**src/rtl/uart_rx.sv**
```systemverilog
// 8N1 UART receiver: oversampled start/data/stop detection with a valid/read
// handshake toward the host, plus sticky framing-error and overrun flags.
module uart_rx #(
  parameter int unsigned SYNC_STAGES = 2,
  parameter int unsigned P_9600      = 5208,
  parameter int unsigned P_115K      = 434,
  parameter int unsigned P_1M        = 50,
  parameter int unsigned P_4M        = 12
) (
  input  logic       uart_clock,
  input  logic       uart_reset,
  input  logic       uart_d_in,
  input  logic [1:0] freq_control,
  input  logic       uart_rx_read,
  output logic [7:0] uart_d_out,
  output logic       uart_rx_valid,
  output logic       uart_rx_busy,
  output logic       uart_frame_err,
  output logic       uart_overrun
);

  typedef enum logic [2:0] {
    StIdle,
    StStart,
    StData,
    StStop,
    StBreakWait
  } state_e;

  state_e state_q, state_d;

  logic [SYNC_STAGES-1:0] sync_q;
  logic                   rx_s;

  logic [12:0] clk_count_q, clk_count_d;
  logic [3:0]  bit_count_q, bit_count_d;
  logic [7:0]  shift_q, shift_d;
  logic [12:0] p_lat_q, p_lat_d;
  logic [12:0] p_sel;
  logic [12:0] half;

  logic [7:0] dout_q, dout_d;
  logic       valid_q, valid_d;
  logic       frame_err_q, frame_err_d;
  logic       overrun_q, overrun_d;

  logic       deliver;
  logic       frame_err_set;
  logic       rd_accept;

  // Reset to all 1s so a reset never looks like a start bit on the idle line.
  always_ff @(posedge uart_clock) begin
    if (uart_reset) begin
      sync_q <= '1;
    end else begin
      sync_q <= {sync_q[SYNC_STAGES-2:0], uart_d_in};
    end
  end

  assign rx_s = sync_q[SYNC_STAGES-1];

  always_comb begin
    p_sel = 13'(P_4M);
    unique case (freq_control)
      2'b00: p_sel = 13'(P_9600);
      2'b01: p_sel = 13'(P_115K);
      2'b10: p_sel = 13'(P_1M);
      2'b11: p_sel = 13'(P_4M);
      default: p_sel = 13'(P_4M);
    endcase
  end

  assign half = {1'b0, p_lat_q[12:1]};

  // Frame sequencing.
  always_comb begin
    state_d       = state_q;
    clk_count_d   = clk_count_q;
    bit_count_d   = bit_count_q;
    shift_d       = shift_q;
    p_lat_d       = p_lat_q;
    deliver       = 1'b0;
    frame_err_set = 1'b0;

    unique case (state_q)
      StIdle: begin
        if (!rx_s) begin
          p_lat_d     = p_sel;
          clk_count_d = '0;
          state_d     = StStart;
        end
      end

      StStart: begin
        if (clk_count_q == half) begin
          clk_count_d = '0;
          if (!rx_s) begin
            bit_count_d = '0;
            state_d     = StData;
          end else begin
            // Start bit not held through mid-bit: treat as a glitch.
            state_d = StIdle;
          end
        end else begin
          clk_count_d = clk_count_q + 13'd1;
        end
      end

      StData: begin
        if (clk_count_q == p_lat_q) begin
          shift_d     = {rx_s, shift_q[7:1]};
          clk_count_d = '0;
          bit_count_d = bit_count_q + 4'd1;
          if (bit_count_q == 4'd7) begin
            state_d = StStop;
          end
        end else begin
          clk_count_d = clk_count_q + 13'd1;
        end
      end

      StStop: begin
        if (clk_count_q == p_lat_q) begin
          clk_count_d = '0;
          if (rx_s) begin
            deliver = 1'b1;
            state_d = StIdle;
          end else begin
            frame_err_set = 1'b1;
            state_d       = StBreakWait;
          end
        end else begin
          clk_count_d = clk_count_q + 13'd1;
        end
      end

      StBreakWait: begin
        // Hold off until the line returns high so a break is not re-read as starts.
        if (rx_s) begin
          state_d = StIdle;
        end
      end

      default: begin
        state_d = StIdle;
      end
    endcase
  end

  // Host-side holding register and sticky flags.
  assign rd_accept = uart_rx_read & valid_q;

  always_comb begin
    dout_d      = dout_q;
    valid_d     = valid_q;
    frame_err_d = frame_err_q;
    overrun_d   = overrun_q;

    if (rd_accept) begin
      valid_d     = 1'b0;
      frame_err_d = 1'b0;
      overrun_d   = 1'b0;
    end

    if (deliver) begin
      dout_d  = shift_q;
      valid_d = 1'b1;
      if (valid_q && !uart_rx_read) begin
        overrun_d = 1'b1;
      end
    end

    if (frame_err_set) begin
      frame_err_d = 1'b1;
    end
  end

  always_ff @(posedge uart_clock) begin
    if (uart_reset) begin
      state_q     <= StIdle;
      clk_count_q <= '0;
      bit_count_q <= '0;
      shift_q     <= '0;
      p_lat_q     <= '0;
      dout_q      <= '0;
      valid_q     <= 1'b0;
      frame_err_q <= 1'b0;
      overrun_q   <= 1'b0;
    end else begin
      state_q     <= state_d;
      clk_count_q <= clk_count_d;
      bit_count_q <= bit_count_d;
      shift_q     <= shift_d;
      p_lat_q     <= p_lat_d;
      dout_q      <= dout_d;
      valid_q     <= valid_d;
      frame_err_q <= frame_err_d;
      overrun_q   <= overrun_d;
    end
  end

  assign uart_d_out     = dout_q;
  assign uart_rx_valid  = valid_q;
  assign uart_rx_busy   = (state_q != StIdle);
  assign uart_frame_err = frame_err_q;
  assign uart_overrun   = overrun_q;

endmodule

```
**config.mk**
```make
export PLATFORM = sky130hd
export DESIGN_NAME = uart_rx
export DESIGN_NICKNAME = d
export VERILOG_FILES = /design/src/rtl/uart_rx.sv
export SDC_FILE = /design/constraint.sdc
export NUM_CORES = 1
export LEC_CHECK = 0
export ABC_AREA = 1
export ABC_CLOCK_PERIOD_IN_PS = 1610
export CAP_MARGIN = 20
export CORE_MARGIN = 5
export CORE_UTILIZATION = 45
export CTS_CLUSTER_DIAMETER = 150
export DETAILED_ROUTE_END_ITERATION = 16
export PLACE_DENSITY = 0.75
export SETUP_SLACK_MARGIN = 0.2
export SLEW_MARGIN = 20
export SYNTH_ARGS = -nofsm -noshare
export SYNTH_HDL_FRONTEND = slang
export SYNTH_SLANG_ARGS = --single-unit
```
**constraint.sdc**
```tcl
create_clock -name uart_clock -period 1.61 [get_ports uart_clock]
set_input_delay 0.322 -clock uart_clock [delete_from_list [all_inputs] [get_ports uart_clock]]
set_output_delay 0.322 -clock uart_clock [all_outputs]
set_load 0.005 [all_outputs]
```
==> reports/qor.txt <==
Post-synthesis cell type count: 31
Nets: 390
Worst Slack Setup Final: -0.0514 ns
Startpoint Class: flop
Maximum root-to-sink buffer count: 2
Yosys top cell by area: dfxtp_1
DP Worst Slack: -0.0770 ns
Post-synth EDFFs: 0
Num CTS Buffers: 5
Post-synth top cells: nand2_1 (68), inv_1 (52), dfxtp_1 (47)
Most numerous cell in the Yosys netlist: nand2_1
Post-synthesis xor/xnor area fraction: 2.20%
Failing checks: negative setup slack
Max VDD drop: 0.671 mV
Post-route DRC: 0
Row count: 26
Outcome: finished, violations left
Fin crit period: 1.66 ns
Final Skew: 0.0152 ns
Async SR Flop Fraction: 0%
HPWL after DPL: 4190 um
Layout cells sized above 1: 34.6%
Synth Area per Inst: 7.03 um^2
Core area: 0.00514 mm^2
Max-Cap Viols: 0
RR Startpoint: p_lat_q[8]
Seq. cell area: 998 um^2
Dpl cells: 433
Crit. End Element: flop
Final wirelength: 6030 um
Yosys warns: 0
Top cell type's share of synthesized area: 39.5%
Power Density: 829 mW/mm^2
P_leak: 1.36 nW
Max FO, Critical Path: 7
WP data required: 1.86 ns
Highest routed layer: met4
Gpl congestion: 0.959
Finish-stage setup viols: 5
WL met3: 295 um
Multi-input logic area: 0.00140 mm^2
Hold Vio Cnt, Final: 0
Final std cells w/o fill: 449
Hold Crit Start: sync_q[0]
Largest net degree at the start of global routing: 24
Die Wd: 82.8 um
Number of global-route vias before repair: 2250
H-Tree Depth: 2
Starting Density: 46.4%
Fin. max-slew vios: 0
Clock Sinks: 47
Io pins: 18
Slew headroom: 80.2%
Main synth FF type: dfxtp_1
Slew @ Worst Pin: 0.296 ns
Worst Setup SP: p_lat_q[8]
Reg clk slew, reported paths: 0.11 ns
Hold-fix buffers, CTS: 0
# fillers: 475
Unrepaired setup endpoints after global routing: true
TritonCTS clock tree: done
Initial drt markers: 112
DIE HEIGHT: 82.8 um
GRT Total Usage: 18.8%
Mux contribution to synthesized area: 0%
Worst skew pair latency: 0.32 ns
Via Count: 2304
Post-Syn Instances: 339
Sequential area share after synthesis: 39.5%
Antenna Nets Post-Route: 0
Root buf cell: clkbuf_8
N_diodes: 0
Metal2 WL: 3000 um
Post-route clock period utilization: 103%
FMAX: 602 MHz
DRT Pass-1 Iters: 4
DR WL/cell: 13.4 um
IO Port Bufs: 17
Post-synthesis compound-gate area fraction: 15.6%
Area contributors post-synth: dfxtp_1 (39%), nand2_1 (11%), inv_1 (8.2%)
Via-to-Cell Ratio: 5.13
Synth Cell Area: 0.00238 mm^2
GR Overflow Total: 0
Setup CP Type: reg -> reg
Initial antenna violation count: 0
Area Overhead vs Synth: 32.0%
M1 wire length: 2600 um
Synth Area in Adders: 3.15%
First-pass GRT wire length: 9920 um
Worst hold path class: reg -> reg
Post-Synth Simple-Gate Area: 29.3%
Worst Path Arrival: 1.91 ns
Seq cells post-synth: 47
Syn_nets: 351
Combinational family with the most area after synthesis: simple AND/OR/NAND/NOR gates
Die area: 0.00685 mm^2
==> cells by family after synthesis <==
logic type / after synthesis
buf+inv: 63
flops: 47
xor+xnor: 6
compound gates: 69
fa+ha+maj: 6
simple gates: 148
==> through the flow <==
stage               utilization [%]  cell area [um^2]  power, mW  hold WS (ns)  setup TNS, ns
floorplan                         -              2390       1.55         0.389              0
CTS                            57.5              2960       2.54         0.417              0
detailed placement             53.0              2720       1.69         0.396         -0.786
finish                         61.2              3150       2.61         0.408         -0.173
global placement               53.0              2720       1.68         0.393              0
global route                   61.2              3150       2.75         0.451          -1.39
==> worst paths after layout <==
check / slack (ns) / endpoint / cells past startpoint
worst min register to register: 0.41 / sync_q[1] / 1
worst min-delay path: 0.41 / sync_q[1] / 1
worst max register to register: -0.05 / uart_d_out[0] / 9
worst max-delay path: -0.05 / uart_d_out[0] / 9
==> sequential cells by signal, summed over array words and instances, names as in the netlist, named ones only <==
register / cells
p_lat_q: 6
sync_q: 2
clk_count_q: 13
uart_rx_valid: 1
shift_q: 8
bit_count_q: 4
uart_d_out: 8
state_q: 3
uart_frame_err: 1
==> placed cells by master (no fill, tap or decap), types with 2 or more instances in the layout <==
cell              n
a21oi_1          25
a21oi_2           6
buf_4            14
buf_6             4
clkbuf_8          5
clkdlybuf4s50_1   5
dfxtp_1          21
dfxtp_2          16
dfxtp_4          10
dlygate4sd2_1    11
ha_1              6
inv_1            44
inv_2            10
inv_4             3
inv_6             2
inv_8             2
nand2_1          55
nand2_2          16
nand2_4           3
nand3_1          14
nand3_2           9
nand3_4           2
nand4_1           4
nor2_1           18
nor2_2            9
nor2_4            4
nor3_1            3
nor3_2            6
nor3_4            3
o21ai_0          24
o21ai_1           8
o21ai_2           2
or2_2             2
xnor2_1           3
xor2_1            2
==> critical path, stage by stage, from the launching register on <==
cell and delay (ns):
dfxtp_4 0.40, inv_4 0.05, nand2_2 0.07, nand2_2 0.09, a21oi_2 0.18, nand3_4 0.19, buf_4 0.20, nor3_4 0.18
o21ai_0 0.11, a21oi_1 0.11
==> metal layers <==
metal,vias to the layer above,GRT usage [%]
met2,53,32.8
met4,0,6.86
li1,1171,-
met1,1067,22.2
met5,-,0
met3,13,4.97
==> cell type report <==
type / count / area share (%)
tap: 70 / 2.78
multi-input combinational: 230 / 44.5
timing repair buffer: 36 / 10.5
clock inverter: 3 / 0.915
sequential: 47 / 31.7
clock buffer: 5 / 2.19
inverter: 58 / 7.40
==> what timing repair did <==
action	CTS	global route
buffers inserted	2	5
gates cloned	1	0
pin swaps	13	14
endpoints found under the setup margin	52	45
gates resized for setup	62	56
==> power breakdown <==
part / switching, mW / internal, mW
sequential: 0.0445 / 1.19
clock: 0.458 / 0.328
combinational: 0.367 / 0.223
total: 0.870 / 1.74
No activity file was read; power rests on OpenSTA's default activity.
